===== config.mk =====
export PLATFORM = sky130hd
export DESIGN_NAME = dmem_arbiter
export DESIGN_NICKNAME = d
export VERILOG_FILES = /design/src/rtl/dmem_arb_defs.sv /design/src/rtl/rr_arb2.sv /design/src/rtl/dmem_arbiter.sv
export SDC_FILE = /design/constraint.sdc
export NUM_CORES = 1
export LEC_CHECK = 0
export BUFFER_PORTS_ARGS = -buffer_cell sky130_fd_sc_hd__buf_2
export CORE_UTILIZATION = 40
export DETAILED_ROUTE_END_ITERATION = 7
export PLACE_DENSITY = 0.85
export SYNTH_ARGS = -nofsm -noshare
export SYNTH_HDL_FRONTEND = slang
export SYNTH_SLANG_ARGS = --single-unit

===== constraint.sdc =====
create_clock -name clk -period 1.8 [get_ports clk]
set_input_delay 0.27 -clock clk [delete_from_list [all_inputs] [get_ports clk]]
set_output_delay 0.27 -clock clk [all_outputs]
set_load 0.01 [all_outputs]

===== src/rtl/dmem_arb_defs.sv =====
// Shared definitions for the data-memory arbiter: sequencer state
// encodings and requester identifiers.
package dmem_arb_defs;

    typedef enum logic [1:0] {
        ST_IDLE   = 2'd0,
        ST_ACCESS = 2'd1,
        ST_RESP   = 2'd2
    } arb_state_e;

    localparam logic REQ_CPU = 1'b0;
    localparam logic REQ_DBG = 1'b1;

endpackage


===== src/rtl/rr_arb2.sv =====
// Two-input request picker. Bit 0 is the CPU and bit 1 is the debug port.
// On a tie it favours the CPU in fixed-priority mode. Otherwise it favours
// the requester that did not win last.
module rr_arb2
    import dmem_arb_defs::*;
(
    input  logic [1:0] req,
    input  logic       last,
    input  logic       fixed_prio,
    output logic       gnt_valid,
    output logic       gnt_id
);

    // Pick a winner from the current request pair
    always_comb begin
        gnt_valid = |req;
        gnt_id    = REQ_CPU;
        case (req)
            2'b01: gnt_id = REQ_CPU;
            2'b10: gnt_id = REQ_DBG;
            2'b11: begin
                if (fixed_prio) begin
                    gnt_id = REQ_CPU;
                end else begin
                    gnt_id = ~last;
                end
            end
            default: gnt_id = REQ_CPU;
        endcase
    end

endmodule


===== src/rtl/dmem_arbiter.sv =====
// Single-port data memory arbiter between the CPU load/store path and the
// debug/loader port. Each word transfer runs IDLE -> ACCESS -> RESP.
// All memory-side and response outputs come straight from flops, so a
// rising reset clears them (including mem_we) without waiting for a clock.
module dmem_arbiter
    import dmem_arb_defs::*;
#(
    parameter int DATA_W     = 16,
    parameter int MEM_DEPTH  = 256,
    parameter int FIXED_PRIO = 0
) (
    input  logic              clk,
    input  logic              reset,
    input  logic              cpu_req,
    input  logic              cpu_we,
    input  logic [DATA_W-1:0] cpu_addr,
    input  logic [DATA_W-1:0] cpu_wdata,
    output logic              cpu_ack,
    input  logic              dbg_req,
    input  logic              dbg_we,
    input  logic [DATA_W-1:0] dbg_addr,
    input  logic [DATA_W-1:0] dbg_wdata,
    output logic              dbg_ack,
    output logic [DATA_W-1:0] rsp_rdata,
    output logic              rsp_err,
    output logic              mem_we,
    output logic [DATA_W-1:0] mem_addr,
    output logic [DATA_W-1:0] mem_wdata,
    input  logic [DATA_W-1:0] mem_rdata,
    output logic              busy,
    output logic              grant_id
);

    localparam logic FIXED_PRIO_L = (FIXED_PRIO != 0);

    // True when the word address maps onto an implemented memory word
    function automatic logic in_range(input logic [DATA_W-1:0] addr);
        logic [32:0] addr_ext;
        logic [32:0] lim_ext;
        addr_ext = 33'(addr);
        lim_ext  = 33'(MEM_DEPTH);
        return (addr_ext < lim_ext);
    endfunction

    arb_state_e        state_q,     state_d;
    logic              cmd_we_q,    cmd_we_d;
    logic              oor_q,       oor_d;
    logic [DATA_W-1:0] mem_addr_q,  mem_addr_d;
    logic [DATA_W-1:0] mem_wdata_q, mem_wdata_d;
    logic              mem_we_q,    mem_we_d;
    logic              grant_q,     grant_d;
    logic              rr_last_q,   rr_last_d;
    logic [DATA_W-1:0] rdata_q,     rdata_d;
    logic              err_q,       err_d;
    logic              cpu_ack_q,   cpu_ack_d;
    logic              dbg_ack_q,   dbg_ack_d;
    logic              busy_q,      busy_d;

    logic              gnt_valid_s;
    logic              gnt_id_s;
    logic              sel_we_s;
    logic [DATA_W-1:0] sel_addr_s;
    logic [DATA_W-1:0] sel_wdata_s;
    logic              sel_in_range_s;

    rr_arb2 u_pick (
        .req        ({dbg_req, cpu_req}),
        .last       (rr_last_q),
        .fixed_prio (FIXED_PRIO_L),
        .gnt_valid  (gnt_valid_s),
        .gnt_id     (gnt_id_s)
    );

    // Route the winning requester's command toward the latch
    always_comb begin
        sel_we_s    = cpu_we;
        sel_addr_s  = cpu_addr;
        sel_wdata_s = cpu_wdata;
        if (gnt_id_s == REQ_DBG) begin
            sel_we_s    = dbg_we;
            sel_addr_s  = dbg_addr;
            sel_wdata_s = dbg_wdata;
        end else begin
            sel_we_s    = cpu_we;
            sel_addr_s  = cpu_addr;
            sel_wdata_s = cpu_wdata;
        end
        sel_in_range_s = in_range(sel_addr_s);
    end

    // Sequencer next state and next values of every registered output
    always_comb begin
        state_d     = state_q;
        cmd_we_d    = cmd_we_q;
        oor_d       = oor_q;
        mem_addr_d  = mem_addr_q;
        mem_wdata_d = mem_wdata_q;
        mem_we_d    = 1'b0;
        grant_d     = grant_q;
        rr_last_d   = rr_last_q;
        rdata_d     = rdata_q;
        err_d       = err_q;
        cpu_ack_d   = 1'b0;
        dbg_ack_d   = 1'b0;

        case (state_q)
            ST_IDLE: begin
                rdata_d = '0;
                err_d   = 1'b0;
                if (gnt_valid_s) begin
                    // The command is latched here, so requester changes
                    // later in the transfer have no effect.
                    cmd_we_d    = sel_we_s;
                    oor_d       = ~sel_in_range_s;
                    mem_addr_d  = sel_addr_s;
                    mem_wdata_d = sel_wdata_s;
                    mem_we_d    = sel_we_s & sel_in_range_s;
                    grant_d     = gnt_id_s;
                    rr_last_d   = gnt_id_s;
                    state_d     = ST_ACCESS;
                end else begin
                    state_d = ST_IDLE;
                end
            end
            ST_ACCESS: begin
                if (!oor_q && !cmd_we_q) begin
                    rdata_d = mem_rdata;
                end else begin
                    rdata_d = '0;
                end
                err_d     = oor_q;
                cpu_ack_d = (grant_q == REQ_CPU);
                dbg_ack_d = (grant_q == REQ_DBG);
                state_d   = ST_RESP;
            end
            ST_RESP: begin
                rdata_d = '0;
                err_d   = 1'b0;
                state_d = ST_IDLE;
            end
            default: begin
                rdata_d = '0;
                err_d   = 1'b0;
                state_d = ST_IDLE;
            end
        endcase

        busy_d = (state_d != ST_IDLE);
    end

    // State and output registers. Reset aborts any transfer in flight.
    always_ff @(posedge clk or posedge reset) begin
        if (reset) begin
            state_q     <= ST_IDLE;
            cmd_we_q    <= 1'b0;
            oor_q       <= 1'b0;
            mem_addr_q  <= '0;
            mem_wdata_q <= '0;
            mem_we_q    <= 1'b0;
            grant_q     <= REQ_CPU;
            rr_last_q   <= REQ_DBG;
            rdata_q     <= '0;
            err_q       <= 1'b0;
            cpu_ack_q   <= 1'b0;
            dbg_ack_q   <= 1'b0;
            busy_q      <= 1'b0;
        end else begin
            state_q     <= state_d;
            cmd_we_q    <= cmd_we_d;
            oor_q       <= oor_d;
            mem_addr_q  <= mem_addr_d;
            mem_wdata_q <= mem_wdata_d;
            mem_we_q    <= mem_we_d;
            grant_q     <= grant_d;
            rr_last_q   <= rr_last_d;
            rdata_q     <= rdata_d;
            err_q       <= err_d;
            cpu_ack_q   <= cpu_ack_d;
            dbg_ack_q   <= dbg_ack_d;
            busy_q      <= busy_d;
        end
    end

    assign cpu_ack   = cpu_ack_q;
    assign dbg_ack   = dbg_ack_q;
    assign rsp_rdata = rdata_q;
    assign rsp_err   = err_q;
    assign mem_we    = mem_we_q;
    assign mem_addr  = mem_addr_q;
    assign mem_wdata = mem_wdata_q;
    assign busy      = busy_q;
    assign grant_id  = grant_q;

endmodule


==> summary.md <==
| Metric | Value |
|---|---|
| Total GRT Usage | `16.5%` |
| Routed via count | `1912` |
| Vias per Instance | `4.76` |
| WP data arrival | `1750 ps` |
| Clock Tree Root | `clkbuf_8` |
| Num CTS Buffers | `9` |
| Syn_area_per_cell | `15.1 um^2` |
| Htree depth | `3` |
| Final number of setup-violating endpoints | `0` |
| Iter 0 DRT Violations | `53` |
| First-pass GRT wire length | `8880 um` |
| Sink Count | `59` |
| Clk Latency, worst-skew pair | `330 ps` |
| RSZ-0062 raised after global routing | `no` |
| Skew final | `9.40 ps` |
| Die ar. | `0.00691 mm^2` |
| Post-CTS sizing | `0` |
| Max_cap viols | `0` |
| Largest net degree at the start of global routing | `60` |
| Async S/R FF share, synth | `100%` |
| Crit-path most repeated cell | `mux2_2` |
| Initial antenna violation count | `0` |
| Critical Path RT | `2010 ps` |
| Post-synthesis cell area | `0.00263 mm^2` |
| Bufs and invs on worst path | `1` |
| Power density over the cells | `1460 mW/mm^2` |
| Area of the core | `0.00635 mm^2` |
| Total negative slack | `0 ps` |
| Top FF cell, synth | `dfrtp_1` |
| Post-CTS Repair Setup Buffers | `0` |
| CTS Buffer Depth | `2` |
| FP Rows | `29` |
| Mapped Cells | `174` |
| Die width | `83.1 um` |
| CP max stage delay | `380 ps` |
| Sequential area share after synthesis | `56.1%` |
| Slew @ Worst Pin | `474 ps` |
| Crit share post-route | `85.7%` |
| Grt ovf | `0` |
| Maximum vdd drop | `0.815 mV` |
| DP HPWL | `3800 um` |
| Post-route ant nets | `0` |
| Area Overhead vs Synth | `36.0%` |
| Syn nets | `260` |
| Setup crit end kind | `register` |
| Final worst slack | `258 ps` |
| Kind of critical path | `register to register` |
| DRC viols | `0` |
| Area contributors post-synth | `dfrtp_1 (55%), mux2_2 (26%), mux2_4 (4.6%)` |
| CP Cell Sequence | `a21boi_4 -> buf_12 -> mux2_2 -> mux2_2` |
| LEAKAGE | `1.84 nW` |
| IO Pins | `140` |
| Crit path time final | `1540 ps` |
| Synth area leader | `dfrtp_1` |
| Final number of max-transition violations | `0` |
| Post-synth EDFFs | `0` |
| Hold Fails Final Rpt | `0` |
| Vias in the first global route | `1999` |
| Die Span Y | `83.1 um` |
| N_diodes | `0` |
| FF+latch count, synth | `59` |
| Crit path launch type | `register` |
| Outcome | `finished clean` |
| Yosys warning count | `0` |
| Share of the synthesized area in the top cell type | `55.1%` |
| Clk pin slew, worst setup/hold paths | `70 ps` |
| Top cells by count, synth | `mux2_2 (60), dfrtp_1 (58), and2_1 (18)` |
| Starting Density | `41.5%` |
| Yosys cell types | `24` |
| TritonRoute pass-1 iters | `4` |
| Normalized max-slew margin | `68.1%` |
| Fin nets | `406` |
| Most numerous cell in the Yosys netlist | `mux2_2` |
| I/O Buffers | `139` |
| Routed wire per std cell | `13.1 um` |
| TritonCTS clock tree | `built` |
| Hold WC Path Type | `input port to register` |
| Layout cells sized above 1 | `70.8%` |
| CP max FO | `38` |
| Slowest-stage cell, CP | `dfstp_2` |
| Placement Setup Slack | `235 ps` |
| Drt total wl | `5250 um` |
| Gpl congestion | `0.697` |
| Maximum clock frequency | `0.648 GHz` |
| Top delay family on crit path | `multiplexers` |
## final timing paths
check / startpoint / endpoint / slack [ps] / depth (start not counted)
worst min-delay path: mem_rdata[10] / rsp_rdata[10]$_DFF_PP0_ / 140 / 2
min in group asynchronous: reset / mem_wdata[9]$_DFFE_PP0P_ / 550 / 4
max in group asynchronous: reset / rr_last_q$_DFFE_PP1P_ / 960 / 4
worst max register to register: rr_last_q$_DFFE_PP1P_ / mem_addr[14]$_DFFE_PP0P_ / 260 / 4
worst min register to register: grant_id$_DFFE_PP0P_ / cpu_ack$_DFF_PP0_ / 470 / 1
worst max-delay path: rr_last_q$_DFFE_PP1P_ / mem_addr[14]$_DFFE_PP0P_ / 260 / 4
## power by group
part / leakage, nW / internal [mW] / switching [mW]
Sequential: 0.731 / 1.85 / 0.239
Clock: 0.0885 / 0.638 / 0.515
Combinational: 1.02 / 1.09 / 0.907
## repair_timing
item,4_1_cts,5_1_grt
endpoints found under the setup margin,0,0
endpoints found under the hold margin,46,0
hold buffers,1,0
## area by class of cell
class	count	area, um^2
Fill cell	550	2770
Timing Repair Buffer	143	753
Clock buffer	10	128
Sequential cell	59	1480
Inverter	3	23.8
Multi-Input combinational cell	104	1040
Tap cell	77	96.3
Clock inverter	6	66.3
## cells by family after synthesis
kind of cell,share of synthesized area [%]
AO/OA/AOI/OAI,1.47
multiplexers,30.2
buffers and inverters,4.56
AND/OR/NAND/NOR,7.65
flip-flops,56.1
## registers in the layout, indices dropped and copies added (netlist names)
| signal | cells |
|---|---|
| mem_addr | 16 |
| mem_wdata | 16 |
| rsp_rdata | 16 |
| state_q | 2 |
| busy | 1 |
| cmd_we_q | 1 |
| cpu_ack | 1 |
| dbg_ack | 1 |
| grant_id | 1 |
| mem_we | 1 |
| oor_q | 1 |
| rr_last_q | 1 |
| rsp_err | 1 |
## layout by cell type, fill, tap and decap left out, types with 2 or more instances in the layout
cell	instances
clkbuf_8	9
clkinvlp_4	3
mux2_2	60
mux2_4	8
and2_1	18
o31ai_1	2
buf_12	2
dfrtp_1	58
nor4_1	4
buf_2	139
nor2_1	2
## layer usage
metal  vias to the layer above  GRT usage (%)  wire, um
met2                        84           27.8      2630
met1                       912           19.2      2170
met4                         0           8.78        89
li1                        906              -         -
met5                         -              0         0
met3                        10           4.17       367
## metrics by stage
| step | area (um^2) | hold WS [ps] | util (%) | power, mW | instances |
|---|---|---|---|---|---|
| floorplan | 2630 | 399 | - | 3.52 | 174 |
| finish | 3580 | 144 | 56.4 | 5.24 | 402 |
| detailed placement | 3380 | 354 | 53.2 | 4.14 | 385 |
| CTS | 3580 | 121 | 56.4 | 5.33 | 402 |
| global placement | 3380 | 351 | 53.2 | 4.08 | 385 |
| global route | 3580 | 121 | 56.4 | 5.57 | 402 |
Power figures use the tool's default switching activity.
